--- config.mk ---
export PLATFORM = sky130hd
export DESIGN_NAME = motor_req_enc_flat
export DESIGN_NICKNAME = d
export VERILOG_FILES = /design/src/rtl/motor_req_enc_if.sv /design/src/rtl/motor_req_enc.sv /design/src/flat_wrapper.sv
export SDC_FILE = /design/constraint.sdc
export NUM_CORES = 1
export LEC_CHECK = 0
export BUFFER_PORTS_ARGS = -buffer_cell sky130_fd_sc_hd__buf_2
export CAP_MARGIN = 20
export CORE_MARGIN = 2
export CORE_UTILIZATION = 30
export DETAILED_ROUTE_END_ITERATION = 8
export PLACE_DENSITY = 0.57
export SKIP_CTS_REPAIR_TIMING = 1
export SYNTH_ARGS = -nofsm -noshare
export SYNTH_HDL_FRONTEND = slang
export SYNTH_SLANG_ARGS = --single-unit
--- constraint.sdc ---
create_clock -name i_Clk -period 3.21 [get_ports i_Clk]
set_input_delay 0.1605 -clock i_Clk [delete_from_list [all_inputs] [get_ports i_Clk]]
set_output_delay 0.1605 -clock i_Clk [all_outputs]
set_load 0.03 [all_outputs]
--- src/rtl/motor_req_enc_if.sv ---
// Request/command bundle between a requester and the motor request encoder.
//   i_req    : level request per motor, bit k requests motor k
//   i_abort  : terminate the current run and flush pending requests
//   o_motor  : motor code to the demux (3'b001..3'b100 = motor 0..3, 3'b000 idle)
//   o_enable : high while a motor run is active
//   o_busy   : high while running or in the dead-time gap
//   o_done   : one-cycle pulse when a run completes normally
interface motor_req_enc_if;
    localparam int unsigned N_MOTOR = 4;
    localparam int unsigned CODE_W  = 3;

    logic [N_MOTOR-1:0] i_req;
    logic               i_abort;
    logic [CODE_W-1:0]  o_motor;
    logic               o_enable;
    logic               o_busy;
    logic               o_done;

    // Requester side
    modport master (
        output i_req,
        output i_abort,
        input  o_motor,
        input  o_enable,
        input  o_busy,
        input  o_done
    );

    // Encoder side
    modport slave (
        input  i_req,
        input  i_abort,
        output o_motor,
        output o_enable,
        output o_busy,
        output o_done
    );
endinterface

--- src/rtl/motor_req_enc.sv ---
// Round-robin motor request encoder with run timing and dead-time gap.
// Latches per-motor requests, grants one motor at a time, holds the motor
// code and enable for RUN_CYCLES, then idles GAP_CYCLES before the next grant.
//   i_Clk : system clock, rising edge
//   i_Rst : asynchronous active-low reset
//   bus   : motor_req_enc_if.slave (i_req, i_abort in; o_motor, o_enable,
//           o_busy, o_done out, all outputs registered)
module motor_req_enc #(
    parameter int unsigned RUN_CYCLES = 1000,
    parameter int unsigned GAP_CYCLES = 10,
    parameter int unsigned CNT_W      = 16
) (
    input  logic          i_Clk,
    input  logic          i_Rst,
    motor_req_enc_if.slave bus
);

    localparam int unsigned N_MOTOR = 4;
    localparam int unsigned IDX_W   = 2;
    localparam int unsigned CODE_W  = 3;

    localparam logic [CNT_W-1:0] RUN_LOAD = CNT_W'(RUN_CYCLES - 1);
    localparam logic [CNT_W-1:0] GAP_LOAD = CNT_W'(GAP_CYCLES - 1);

    typedef enum logic [1:0] {
        ST_IDLE = 2'd0,
        ST_RUN  = 2'd1,
        ST_GAP  = 2'd2
    } state_t;

    state_t             state_q,   state_nxt;
    logic [CNT_W-1:0]   cnt_q,     cnt_nxt;
    logic [N_MOTOR-1:0] pending_q, pending_nxt;
    logic [IDX_W-1:0]   last_q,    last_nxt;

    logic [CODE_W-1:0]  motor_q,   motor_nxt;
    logic               enable_q,  enable_nxt;
    logic               busy_q,    busy_nxt;
    logic               done_q,    done_nxt;

    logic               win_valid;
    logic [IDX_W-1:0]   win_idx;
    logic [IDX_W-1:0]   scan_idx;
    logic               grant;

    // Round-robin search starting just after the last grant, ending on it
    always_comb begin
        win_valid = 1'b0;
        win_idx   = last_q;
        scan_idx  = last_q;
        for (int k = 1; k <= N_MOTOR; k++) begin
            scan_idx = last_q + IDX_W'(k);
            if (!win_valid && pending_q[scan_idx]) begin
                win_valid = 1'b1;
                win_idx   = scan_idx;
            end
        end
    end

    // A grant only happens from IDLE, and abort always vetoes it
    assign grant = (state_q == ST_IDLE) && win_valid && !bus.i_abort;

    // State register plus registered outputs
    always_ff @(posedge i_Clk or negedge i_Rst) begin
        if (!i_Rst) begin
            state_q   <= ST_IDLE;
            cnt_q     <= '0;
            pending_q <= '0;
            last_q    <= IDX_W'(N_MOTOR - 1);
            motor_q   <= '0;
            enable_q  <= 1'b0;
            busy_q    <= 1'b0;
            done_q    <= 1'b0;
        end else begin
            state_q   <= state_nxt;
            cnt_q     <= cnt_nxt;
            pending_q <= pending_nxt;
            last_q    <= last_nxt;
            motor_q   <= motor_nxt;
            enable_q  <= enable_nxt;
            busy_q    <= busy_nxt;
            done_q    <= done_nxt;
        end
    end

    // Next-state: sequencing, run/gap counter, pending queue, grant pointer
    always_comb begin
        state_nxt   = state_q;
        cnt_nxt     = cnt_q;
        pending_nxt = pending_q | bus.i_req;
        last_nxt    = last_q;

        case (state_q)
            ST_IDLE: begin
                if (grant) begin
                    state_nxt = ST_RUN;
                    cnt_nxt   = RUN_LOAD;
                end
            end
            ST_RUN: begin
                if (bus.i_abort || (cnt_q == '0)) begin
                    state_nxt = ST_GAP;
                    cnt_nxt   = GAP_LOAD;
                end else begin
                    cnt_nxt = cnt_q - CNT_W'(1);
                end
            end
            ST_GAP: begin
                if (cnt_q == '0) begin
                    state_nxt = ST_IDLE;
                end else begin
                    cnt_nxt = cnt_q - CNT_W'(1);
                end
            end
            default: begin
                state_nxt = ST_IDLE;
                cnt_nxt   = '0;
            end
        endcase

        // Granted bit is consumed unless the same motor is re-requesting now
        if (grant) begin
            pending_nxt[win_idx] = bus.i_req[win_idx];
            last_nxt             = win_idx;
        end

        if (bus.i_abort) begin
            pending_nxt = '0;
        end
    end

    // Output decode of the upcoming state; done only on a normal run end
    always_comb begin
        motor_nxt  = '0;
        enable_nxt = 1'b0;
        busy_nxt   = 1'b0;
        done_nxt   = 1'b0;

        if (state_nxt == ST_RUN) begin
            motor_nxt  = CODE_W'(last_nxt) + CODE_W'(1);
            enable_nxt = 1'b1;
        end
        if (state_nxt != ST_IDLE) begin
            busy_nxt = 1'b1;
        end
        if ((state_q == ST_RUN) && (state_nxt == ST_GAP) && !bus.i_abort) begin
            done_nxt = 1'b1;
        end
    end

    assign bus.o_motor  = motor_q;
    assign bus.o_enable = enable_q;
    assign bus.o_busy   = busy_q;
    assign bus.o_done   = done_q;

endmodule
--- src/flat_wrapper.sv ---
// flat-port wrapper written by rule: the top's interface ports become plain ports
module motor_req_enc_flat 
#(
    parameter int unsigned RUN_CYCLES = 1000,
    parameter int unsigned GAP_CYCLES = 10,
    parameter int unsigned CNT_W      = 16
)
  (i_Clk, i_Rst, bus_i_req, bus_i_abort, bus_o_motor, bus_o_enable, bus_o_busy, bus_o_done);
  motor_req_enc_if bus_i ();
  input  logic i_Clk;
  input  logic i_Rst;
  input wire logic [$bits(bus_i.i_req)-1:0] bus_i_req;
  input wire logic [$bits(bus_i.i_abort)-1:0] bus_i_abort;
  output wire logic [$bits(bus_i.o_motor)-1:0] bus_o_motor;
  output wire logic [$bits(bus_i.o_enable)-1:0] bus_o_enable;
  output wire logic [$bits(bus_i.o_busy)-1:0] bus_o_busy;
  output wire logic [$bits(bus_i.o_done)-1:0] bus_o_done;
  assign bus_i.i_req = bus_i_req;
  assign bus_i.i_abort = bus_i_abort;
  assign bus_o_motor = bus_i.o_motor;
  assign bus_o_enable = bus_i.o_enable;
  assign bus_o_busy = bus_i.o_busy;
  assign bus_o_done = bus_i.o_done;
  motor_req_enc #(.RUN_CYCLES(RUN_CYCLES), .GAP_CYCLES(GAP_CYCLES), .CNT_W(CNT_W)) u_core (.i_Clk(i_Clk), .i_Rst(i_Rst), .bus(bus_i));
endmodule
==> flow_metrics.py <==
metrics = {
    "route": {
        "drtIter0Drc": 40,
        "drt-wirelength-per-cell_microns": 15.01,
        "met1_length_microns": 2022,
        "vias": 1471,
        "drc": 0,
        "ant_nets": 0,
        "routed_wl_microns": 4008,
        "dr_wl_met3_microns": 73,
        "route.met2.wl_microns": 1816,
        "dr.pass1.iters": 4,
        "detail_route.vias_per_cell": 5.509,
        "top_layer": "met4",
    },
    "timing": {
        "setup_viol": 0,
        "hold_viol": 0,
        "worst_pin_slew_ns": 0.6947,
        "period_needed_ns": 2.572,
        "rsz0062_at_grt": "false",
        "drv_slew": 0,
        "finClkSkew_ns": 0.005553,
        "setup_tns_ns": 0,
        "timing.fmax_ghz": 0.3888,
        "finalCritPeriodShare": 0.8013,
        "relSlewSlack": 0.5369,
    },
    "min_path": {
        "hold_path_end": "u_core.pending_q[0]",
        "hold_depth": 3,
        "min_from": "bus_i_req[0]",
        "hp-class": "in -> reg",
    },
    "worst_setup_path": {
        "rr_worst_depth": 7,
        "worstSetupEndpointType": "flip-flop",
        "critPathKind": "reg -> reg",
        "cp_max_fo": 7,
        "worstPathArrival_ns": 2.74,
        "reg2reg_from": "u_core.cnt_q[0]",
        "start_kind": "flip-flop",
        "cp.required_ns": 3.38,
        "ff2ff_setup_slack_ns": 0.64,
        "worstReg2RegEnd": "u_core.cnt_q[9]",
    },
    "finish": {
        "multi_input_area_sq_um": 893.4,
        "final_common_cell": "dfrtp_1",
        "final_layout_size_suffix_gt1_frac": 0.1744,
        "synthToLayoutAreaGrowth_pct": 12.16,
        "layoutNonFillerInstCount": 267,
        "diodes": 0,
        "final-seq-area_sq_um": 753.2,
        "nFillCells": 606,
        "finalNetCount": 204,
        "mostFrequentLayoutCells": "28 x dfrtp_1, 13 x nand2_1, 12 x nor2_1, 12 x buf_2, 11 x o21ai_0",
    },
    "floorplan": {
        "start_util": 0.3121,
        "die_h_microns": 79.92,
        "coreArea_sq_um": 5540,
        "die_w_microns": 79.92,
        "io_pins": 13,
        "rows": 27,
        "die-area_sq_um": 6387,
    },
    "power": {
        "p_leak_uw": 0.0008013,
        "vdd_drop_max_v": 0.0004823,
        "powerDensity_nw_per_um2": 864.4,
    },
    "placement": {
        "dp_cells": 258,
        "port_buffers": 12,
        "dp_hpwl_microns": 2826,
        "gp_congestion": 0.8284,
    },
    "clock_tree": {
        "clock_latency_ns": 0.29,
        "cts.sinks": 30,
        "cts_tree": "built",
        "htree_levels": 2,
        "cts_buffer_depth": 2,
        "root_buffer": "clkbuf_8",
        "cts_buffers": 5,
        "path_clk_slew_ns": 0.06,
    },
    "status": {
        "status": "completed",
    },
    "global_routing": {
        "grt_max_degree": 31,
        "globalRouteTotalUtil": 0.1373,
        "grt_pass1_vias": 1360,
        "antenna_found_initial": 0,
        "grt-ovfl-total": 0,
        "grt_pass1_wl_microns": 6837,
    },
    "logic_synthesis": {
        "yosysTopAreaCell": "dfrtp_1",
        "ys_seq_elements": 30,
        "synth_area_per_cell_sq_um": 9.501,
        "syn_inst": 182,
        "netlist.area_leader.share": 0.4052,
        "ys_top_cells_by_area": "dfrtp_1 41%, o21ai_0 3.2%, dfstp_2 3.0%",
        "yosysWarnings": 0,
        "seq_area_frac_synth": 0.4356,
        "synth_nets": 192,
        "synth.distinct_cells": 49,
        "syn-cell-area_sq_um": 1729,
    },
    "job": {
        "maxCapViolations": 0,
    },
}
## where the power goes
part	internal [uW]	leakage, uW	total, uW	switching [uW]
Sequential	501	0.000379	651	150
Combinational	275	0.000374	709	434
Clock	173	0.0000482	316	144
## synth_stat cells, drive strengths merged
master / count
a21o: 1
buf: 3
dfstp: 2
ha: 3
clkbuf: 6
inv: 9
or4: 9
a2bb2oi: 2
a31oi: 3
o21bai: 3
nor3: 9
nand3: 2
and2: 4
xnor2: 1
o211ai: 2
a22oi: 2
dfrtp: 28
nor4b: 1
o21ai: 11
xor2: 1
o41ai: 2
nand2b: 3
and3: 1
o311ai: 1
o31ai: 6
o22a: 1
or3b: 1
a21oi: 12
o2111ai: 2
or3: 6
o22ai: 2
or2: 2
o221ai: 1
a211o: 1
nor4: 6
or4b: 2
nor2: 12
nand2: 13
a32oi: 1
mux2i: 1
mux2: 1
a311oi: 2
a221o: 1
## cell families after synthesis
| family | share of synthesized area |
|---|---|
| AND/OR/NAND/NOR | 0.2417 |
| multiplexers | 0.01230 |
| buffers and inverters | 0.04775 |
| flip-flops | 0.4356 |
| XOR/XNOR | 0.01013 |
| adder cells (fa/ha/maj) | 0.02171 |
| AO/OA/AOI/OAI | 0.2308 |
## sequential cells by signal, indices dropped and copies added, names as in the netlist
name,flops
u_core.bus.o_done,1
u_core.state_q,2
u_core.cnt_q,16
u_core.pending_q,4
u_core.bus.o_busy,1
u_core.last_q,2
u_core.bus.o_motor,3
u_core.bus.o_enable,1
## per-stage QoR
stage	total power, uW	cell area (sq um)	hold slack (ns)	util	setup WS (ns)
finish	1676	1939	0.09951	0.3500	0.6379
global route	1808	1939	0.1019	0.3500	0.5425
CTS	1685	1929	-0.06155	0.3482	0.6487
detailed placement	1359	1838	0.2429	0.3318	0.6701
global placement	1361	1838	0.2454	0.3318	0.7324
floorplan	1172	1729	-0.1351	-	0.7470
## worst max-delay path by stage
stage / slack [ns] / depth (start not counted) / to / startpoint
after floorplan: 0.75 / 8 / u_core.cnt_q[9] / u_core.cnt_q[0]
after global placement: 0.73 / 7 / u_core.cnt_q[8] / u_core.cnt_q[0]
after detailed placement: 0.67 / 7 / u_core.cnt_q[9] / u_core.cnt_q[0]
after CTS: 0.65 / 7 / u_core.cnt_q[9] / u_core.cnt_q[0]
after global routing: 0.54 / 7 / u_core.cnt_q[9] / u_core.cnt_q[0]
final: 0.64 / 7 / u_core.cnt_q[9] / u_core.cnt_q[0]
## worst max-delay path, cell delays in order, from the launching register on
cell and delay (ns):
dfrtp_1 0.40, inv_1 0.10, ha_1 0.14, or4b_1 0.54
or4_4 0.62, a21oi_4 0.19, o21bai_1 0.10, a221o_1 0.35
## per-layer routing
layer	track usage	up-vias
met3	0.02376	8
met1	0.1869	726
met5	0	-
li1	-	714
met4	0.07119	0
met2	0.2075	23
## final cells by class
type / instances / area share
Inverter: 9 / 0.01742
Multi-Input combinational cell: 134 / 0.4606
Tap cell: 72 / 0.04645
Clock buffer: 7 / 0.04452
Timing Repair Buffer: 14 / 0.04000
Sequential cell: 30 / 0.3884
Clock inverter: 1 / 0.002581
(Power assumes the default switching activity.)
